### src/rtl/inst_stage_sequencer_pkg.sv
// Shared constants, state encoding and opcode decode for the instruction stage sequencer.
// SEQ_MULTI_REG_EN enables PUSHM/POPM decode; without it they decode as plain single-stage instructions.
package inst_stage_sequencer_pkg;

  localparam logic [2:0] STAGE_KIND_NORMAL   = 3'd0;
  localparam logic [2:0] STAGE_KIND_PUSH_PC  = 3'd1;
  localparam logic [2:0] STAGE_KIND_PUSH_REG = 3'd2;
  localparam logic [2:0] STAGE_KIND_POP_REG  = 3'd3;
  localparam logic [2:0] STAGE_KIND_NOP      = 3'd4;

  localparam logic [9:0] OP_CALL  = 10'b0010000001;
  localparam logic [7:0] OP_PUSHM = 8'h1E;
  localparam logic [7:0] OP_POPM  = 8'h1F;

  typedef enum logic {
    ST_IDLE = 1'b0,
    ST_RUN  = 1'b1
  } seq_state_e;

  typedef enum logic [1:0] {
    CLS_NORMAL = 2'd0,
    CLS_CALL   = 2'd1,
    CLS_PUSHM  = 2'd2,
    CLS_POPM   = 2'd3
  } inst_cls_e;

  // Takes inst[15:6]; the PUSHM/POPM opcode is its upper byte.
  function automatic inst_cls_e decode_cls(input logic [9:0] hi10);
    inst_cls_e c;
    c = CLS_NORMAL;
    if (hi10 == OP_CALL) c = CLS_CALL;
`ifdef SEQ_MULTI_REG_EN
    else if (hi10[9:2] == OP_PUSHM) c = CLS_PUSHM;
    else if (hi10[9:2] == OP_POPM) c = CLS_POPM;
`endif
    return c;
  endfunction

endpackage

### src/rtl/inst_stage_sequencer_prio_enc.sv
// Priority encoder for the register mask: index of the first set bit (from MSB or LSB)
// plus flags for "any bit set" and "exactly one bit set".
module seq_prio_enc #(
  parameter int N = 8,
  parameter bit MSB_FIRST = 1'b1,
  localparam int IW = (N > 1) ? $clog2(N) : 1
) (
  input  logic [N-1:0]  i_vec,
  output logic [IW-1:0] o_idx,
  output logic          o_any,
  output logic          o_single
);

  always_comb begin
    o_idx = '0;
    // Later hits overwrite earlier ones, so scan order decides the winner.
    for (int i = 0; i < N; i++) begin
      if (MSB_FIRST) begin
        if (i_vec[i]) o_idx = IW'(i);
      end else begin
        if (i_vec[N-1-i]) o_idx = IW'(N-1-i);
      end
    end
  end

  assign o_any    = |i_vec;
  assign o_single = o_any && ((i_vec & (i_vec - N'(1))) == '0);

endmodule

### src/rtl/inst_stage_sequencer.sv
// Expands one instruction into a sequence of stage descriptors (CALL, PUSHM/POPM, NORMAL).
// SEQ_MULTI_REG_EN enables the PUSHM/POPM register-mask expansion.
module inst_stage_sequencer
  import inst_stage_sequencer_pkg::*;
#(
  parameter int LOG2_NR   = 3,
  parameter int INST_BITS = 16
) (
  input  logic                 clk,
  input  logic                 reset,
  input  logic                 i_inst_valid,
  input  logic [INST_BITS-1:0] i_inst,
  input  logic                 i_flush,
  input  logic                 i_stage_done,
  input  logic                 i_sc_next_imm,
  output logic                 o_busy,
  output logic [INST_BITS-1:0] o_inst_q,
  output logic                 o_stage_valid,
  output logic [2:0]           o_stage_kind,
  output logic [LOG2_NR-1:0]   o_stage_reg,
  output logic [LOG2_NR:0]     o_stage_index,
  output logic                 o_stage_first,
  output logic                 o_stage_last,
  output logic                 o_next_imm_data,
  output logic                 o_inst_done
);

  localparam logic [LOG2_NR:0] IDX_ONE = 1;

  seq_state_e           r_state, w_state_nxt;
  inst_cls_e            r_cls;
  logic [INST_BITS-1:0] r_inst_q;
  logic [LOG2_NR:0]     r_index;
  logic                 w_accept, w_advance;

`ifdef SEQ_MULTI_REG_EN
  localparam int NR = 1 << LOG2_NR;
  logic [NR-1:0]      r_mask;
  logic [LOG2_NR-1:0] w_hi_idx, w_lo_idx;
  logic               w_hi_any, w_lo_any, w_hi_single, w_lo_single;
  logic               w_any, w_single;

  seq_prio_enc #(.N(NR), .MSB_FIRST(1'b1)) u_enc_hi (
    .i_vec(r_mask), .o_idx(w_hi_idx), .o_any(w_hi_any), .o_single(w_hi_single)
  );
  seq_prio_enc #(.N(NR), .MSB_FIRST(1'b0)) u_enc_lo (
    .i_vec(r_mask), .o_idx(w_lo_idx), .o_any(w_lo_any), .o_single(w_lo_single)
  );

  assign w_any    = (r_cls == CLS_PUSHM) ? w_hi_any    : w_lo_any;
  assign w_single = (r_cls == CLS_PUSHM) ? w_hi_single : w_lo_single;
`endif

  always_ff @(posedge clk) begin
    if (reset) r_state <= ST_IDLE;
    else       r_state <= w_state_nxt;
  end

  always_comb begin
    w_state_nxt = r_state;
    case (r_state)
      ST_IDLE: if (i_inst_valid && !i_flush) w_state_nxt = ST_RUN;
      ST_RUN:  if (i_flush || (i_stage_done && o_stage_last)) w_state_nxt = ST_IDLE;
      default: w_state_nxt = ST_IDLE;
    endcase
  end

  always_comb begin
    o_stage_valid = 1'b0;
    o_stage_kind  = STAGE_KIND_NORMAL;
    o_stage_reg   = '0;
    o_stage_index = '0;
    o_stage_first = 1'b0;
    o_stage_last  = 1'b0;
    if (r_state == ST_RUN) begin
      o_stage_valid = 1'b1;
      o_stage_index = r_index;
      o_stage_first = (r_index == '0);
      case (r_cls)
        CLS_CALL: begin
          o_stage_kind = (r_index == '0) ? STAGE_KIND_PUSH_PC : STAGE_KIND_NORMAL;
          o_stage_last = (r_index != '0);
        end
`ifdef SEQ_MULTI_REG_EN
        CLS_PUSHM, CLS_POPM: begin
          // The mask is only empty while running if it was accepted empty.
          if (w_any) begin
            o_stage_kind = (r_cls == CLS_PUSHM) ? STAGE_KIND_PUSH_REG : STAGE_KIND_POP_REG;
            o_stage_reg  = (r_cls == CLS_PUSHM) ? w_hi_idx : w_lo_idx;
            o_stage_last = w_single;
          end else begin
            o_stage_kind = STAGE_KIND_NOP;
            o_stage_last = 1'b1;
          end
        end
`endif
        default: o_stage_last = 1'b1;
      endcase
    end
  end

  assign o_busy          = (r_state == ST_RUN);
  assign o_inst_q        = r_inst_q;
  assign o_next_imm_data = i_sc_next_imm && o_stage_valid && o_stage_last;
  assign o_inst_done     = o_stage_valid && i_stage_done && o_stage_last && !i_flush;

  assign w_accept  = (r_state == ST_IDLE) && i_inst_valid && !i_flush;
  assign w_advance = (r_state == ST_RUN) && i_stage_done && !i_flush && !o_stage_last;

  always_ff @(posedge clk) begin
    if (reset) begin
      r_inst_q <= '0;
      r_cls    <= CLS_NORMAL;
      r_index  <= '0;
    end else if (w_accept) begin
      r_inst_q <= i_inst;
      r_cls    <= decode_cls(i_inst[15:6]);
      r_index  <= '0;
    end else if (w_advance) begin
      r_index  <= r_index + IDX_ONE;
    end
  end

`ifdef SEQ_MULTI_REG_EN
  always_ff @(posedge clk) begin
    if (reset) r_mask <= '0;
    else if (w_accept) r_mask <= i_inst[NR-1:0];
    else if (w_advance && (r_cls == CLS_PUSHM || r_cls == CLS_POPM)) r_mask[o_stage_reg] <= 1'b0;
  end
`endif

endmodule

### config.mk
export PLATFORM = sky130hd
export DESIGN_NAME = inst_stage_sequencer
export DESIGN_NICKNAME = d
export VERILOG_FILES = /design/src/rtl/inst_stage_sequencer_pkg.sv /design/src/rtl/inst_stage_sequencer_prio_enc.sv /design/src/rtl/inst_stage_sequencer.sv
export SDC_FILE = /design/constraint.sdc
export NUM_CORES = 1
export LEC_CHECK = 0
export BUFFER_PORTS_ARGS = -buffer_cell sky130_fd_sc_hd__buf_2
export CAP_MARGIN = 5
export CORE_ASPECT_RATIO = 0.9
export CORE_MARGIN = 10
export CORE_UTILIZATION = 45
export CTS_CLUSTER_SIZE = 12
export DETAILED_ROUTE_END_ITERATION = 8
export PLACE_DENSITY = 0.88
export SETUP_SLACK_MARGIN = 0.5
export SLEW_MARGIN = 20
export SYNTH_ARGS = -nofsm -noshare
export SYNTH_HDL_FRONTEND = slang
export SYNTH_SLANG_ARGS = --single-unit
### constraint.sdc
create_clock -name clk -period 3.96 [get_ports clk]
set_clock_uncertainty 0.1 [all_clocks]
set_input_delay 0.396 -clock clk [delete_from_list [all_inputs] [get_ports clk]]
set_output_delay 0.396 -clock clk [all_outputs]
set_load 0.01 [all_outputs]
### Word level (Yosys, flattened, before mapping)

Cells that the tools add are included.

* bits in registers: 23
* bits in latches: 0
* bits in writable memories: 0
* bits in read-only memories: 0
* input bits: 22
* word-level logic and storage cells: 38
* memories kept: 0

* add/subtract/negate cells: 1
* $mul: 0
* div/mod/pow operators: 0
* $lt $le $gt $ge: 0
* equality and inequality tests: 2
* shifts and indexed selects: 0
* muxes and demuxes: 12
* bitwise operators: 1
* reduce and logical (&&, ||, !) cells: 18

Operator list (count)
* $logic_and 1x1->1: 12
* $eq 10x8->1 const B: 1
* $mux 1: 10
* $add 4x1->4 const B: 1
* $logic_not 4->1: 1
* $mux 4: 1
* $reduce_bool 4->1: 1
* $eq 2x1->1 const B: 1
* $logic_not 1->1: 2
* $pmux 1 s2: 1
* $reduce_or 2->1: 1
* $logic_or 1x1->1: 1
* $not 1->1: 1

### Longest topological paths before layout

* word-level depth: 7
* mapped depth: 5

### Worst setup path after synthesis

No wires, ideal clock.

* path type: flip-flop to output port
* from: register r_state (netlist: o_busy)
* to: output o_stage_kind[0]
* arrival time: 1.238 ns
* path slack: 2.226 ns
* stages on the path, launching flop included: 5
* path through: dfxtp_1 buf_2 nand2_1 nor3_1 and2_1

* word-level cells in the longest chain between the ends: 1

RTL lines
* start: declaration: RTL line inst_stage_sequencer.sv:30 `seq_state_e r_state, w_state_nxt;`
* start signal: assignment: RTL line inst_stage_sequencer.sv:56 `else r_state <= w_state_nxt;`
* $mux 1: RTL line inst_stage_sequencer.sv:75 `if (r_state == ST_RUN) begin`
* end: declaration: RTL line inst_stage_sequencer.sv:19 `output logic [2:0] o_stage_kind,`

Every way passes these cells.

### Worst setup path after layout

* from: register r_index[0]
* to: output o_next_imm_data

* word-level cells in the longest chain between the ends: 4

RTL lines
* start: declaration: RTL line inst_stage_sequencer.sv:33 `logic [LOG2_NR:0] r_index;`
* start signal: assignment: RTL line inst_stage_sequencer.sv:120 `r_index <= r_index + IDX_ONE;`
* $reduce_bool 4->1: RTL line inst_stage_sequencer.sv:82 `o_stage_last = (r_index != '0);`
* $mux 1: RTL line inst_stage_sequencer.sv:79 `case (r_cls)`
* $mux 1: RTL line inst_stage_sequencer.sv:75
* $logic_and 1x1->1: RTL line inst_stage_sequencer.sv:104 `assign o_next_imm_data = i_sc_next_imm && o_stage_valid && o_stage_last;`
* end: declaration: RTL line inst_stage_sequencer.sv:24 `output logic o_next_imm_data,`

Every way passes these cells.

==> results.cfg <==
[power]
peakVddDrop_mv = 0.236
cellLeakagePower_nw = 0.579
total_power_uw = 383
power_density_nw_per_um2 = 315

[cells_and_area]
drive_above_1_share_pct = 31.9
utilization_pct = 56.8
syn2layout_area_growth_pct = 22.5
stdcell_count = 193
layout.nets = 192
antenna_cells = 0
design_area_um2 = 1220

[clock_network]
h-tree-depth = 1
post_cts_buffers = 0
numCtsBuffers = 3
cts_buffer_depth = 2
clk_pin_slew_worst_paths_ns = 0.10
cts_resized = 0
clock-root-buffer = clkbuf_4
cts_tree = done
cts_sinks = 22
clock_latency_ns = 0.29
ctsHoldBuffers = 0

[placed_design]
hpwl_um = 2240
place_inst = 190
place_area_um2 = 1190
gp_congestion = 0.750
io_buffers = 48

[sta]
slew_headroom_pct = 58.1
clock.fmax_ghz = 0.508
setup_viol = 0
period_minus_slack_ns = 1.97
fin_setup_tns_ns = 0
fin_crit_sh_pct = 49.7
maxSlewViolCount = 0
finalHoldViolCount = 0
rsz0062_at_grt = false
worst_slew_pin_slew_ns = 0.627

[setup_path]
crit_slowest_cell = dfxtp_1
start_kind = register
path_cells = inv_1 > ha_1 > nand4bb_1 > and3_1 > buf_2
critical_path.max_stage_delay_ns = 0.34
rr_worst_depth = 3
worst-setup-path-type = register to output port
critPathMaxFanout = 4
r2r_end = r_index[1]$_SDFFE_PP0P_
regToRegSetupSlack_ns = 2.28
cp.arrival_ns = 1.47
required_ns = 3.46
crit_path_end_kind = output port
timing.rr.start = o_busy$_SDFF_PP0_

[yosys]
synth_top_family_by_area = simple AND/OR/NAND/NOR gates
synth-seq-area-share_pct = 44.3
ys_ff_latch = 22
synth_warnings = 0
synth_cell_types = 28
syn_area_um2 = 993
synthTopCellsByCount = 35 x nand2_1, 22 x dfxtp_1, 19 x a21oi_1
synth-compound-area-share_pct = 11.8
muxShareOfSynthArea_pct = 0
synth_simple_gate_area_share_pct = 31.0
ys_async_sr_fraction_pct = 0
synth_area_leaders = dfxtp_1 44%, nand2_1 13%, a21oi_1 9.6%, buf_4 5.3%, and2_1 3.8%
avgSynthCellArea_um2 = 8.08
synth_most_common_cell = nand2_1
synth_ff_type = dfxtp_1
yosysTopAreaCellShare_pct = 44.3
synth_top_cell_by_area = dfxtp_1
syn_inst = 123
synth-edff-count = 0
synth_xor_area_share_pct = 0
synth-adder-area-share_pct = 2.52

[flow_run]
maxCapViolations = 0

[die]
die_area_um2 = 4490
die_h_um = 64.6
core_area_um2 = 2140
fp-row-count = 16
die_w_um = 69.5
io_pins = 54
start_util_pct = 46.4

[route]
wire_per_inst_um = 14.3
viasPerCell = 5.06
drc = 0
via_count = 976
wl_um = 2760
drt_pass1_iterations = 4
first_iter_violations = 39
antenna_left = 0

[min_path]
holdCritStartpoint = i_inst[0]
hold_depth = 3
min_to = o_inst_q[0]$_SDFFE_PP0P_
hold_class = input pin to register

[global_routing]
grt_pass1_vias = 964
grt_usage_pct = 11.3
grt-ovfl-total = 0
antenna_found_initial = 0
grt_max_degree = 20
grt_pass1_wl_um = 4320

[status]
status = finished, final reports clean
[layout by cell type, fill, tap and decap left out, drive strengths merged]
| master | n |
|---|---|
| o22ai | 1 |
| a21oi | 19 |
| nand2b | 1 |
| nor4b | 2 |
| ha | 2 |
| nand4bb | 1 |
| and4bb | 1 |
| nand3 | 2 |
| and3b | 1 |
| clkbuf | 3 |
| nand4 | 1 |
| nor3 | 2 |
| and2 | 6 |
| nor2 | 4 |
| nor3b | 1 |
| a31oi | 1 |
| inv | 3 |
| or3b | 1 |
| o21ai | 2 |
| and3 | 1 |
| buf | 48 |
| nand3b | 1 |
| conb | 5 |
| nand2 | 35 |
| dfxtp | 22 |
[worst max-delay path by stage]
stage | to | slack [ns] | start | depth (start not counted)
after floorplan | o_stage_kind[0] | 2.23 | o_busy$_SDFF_PP0_ | 4
after global placement | r_index[2]$_SDFFE_PP0P_ | 2.32 | i_flush | 4
after detailed placement | r_index[2]$_SDFFE_PP0P_ | 2.28 | i_flush | 4
after CTS | o_inst_done | 1.99 | r_index[0]$_SDFFE_PP0P_ | 5
after global routing | o_stage_kind[0] | 1.88 | o_busy$_SDFF_PP0_ | 4
final | o_next_imm_data | 1.99 | r_index[0]$_SDFFE_PP0P_ | 5
[area by class of cell]
| type | instances | area [um2] |
|---|---|---|
| Clock buffer | 3 | 22.5 |
| Fill cell | 214 | 925 |
| Inverter | 3 | 11.3 |
| Multi-Input combinational cell | 90 | 469 |
| Sequential cell | 22 | 440 |
| Tap cell | 27 | 33.8 |
| Timing Repair Buffer | 48 | 240 |
[per-layer routing]
| layer | GRT usage (%) | vias to the layer above | wire, um |
|---|---|---|---|
| met3 | 3.96 | 5 | 237 |
| met4 | 3.77 | 0 | 33 |
| met5 | 0 | - | 0 |
| met2 | 20.1 | 40 | 1350 |
| li1 | - | 482 | - |
| met1 | 12.2 | 449 | 1130 |
[state kept, by name, summed over array words and instances, names as in the netlist]
register,count
r_index,4
o_inst_q,16
o_busy,1
r_cls,1
[cells by family (layout without fill, tap and decap cells)]
kind of cell / count (synthesis) / after routing
other cells: 1 / 5
buf+inv: 15 / 54
simple gates: 60 / 60
compound gates: 23 / 23
flops: 22 / 22
fa+ha+maj: 2 / 2
[report_power, final]
group          total [mW]  switching, mW  internal (mW)
Clock              0.0939         0.0585         0.0354
Sequential          0.234        0.00529          0.229
Combinational      0.0548         0.0324         0.0224
Total               0.383         0.0962          0.287
[per-stage QoR]
stage / worst slack, ns / hold slack, ns
3_3_place_gp: 2.32 / 0.340
5_1_grt: 1.88 / 0.234
4_1_cts: 1.99 / 0.226
2_1_floorplan: 2.23 / 0.334
6_report: 1.99 / 0.232
3_5_place_dp: 2.28 / 0.348
[worst max-delay path, delay by kind of cell (launching register included)]
kind	cells	cell delay [ns]
and+or+nand+nor	2	0.44
adders and majority gates	1	0.18
DFF	1	0.34
buffers and inverters	2	0.21
(Power assumes the default switching activity.)
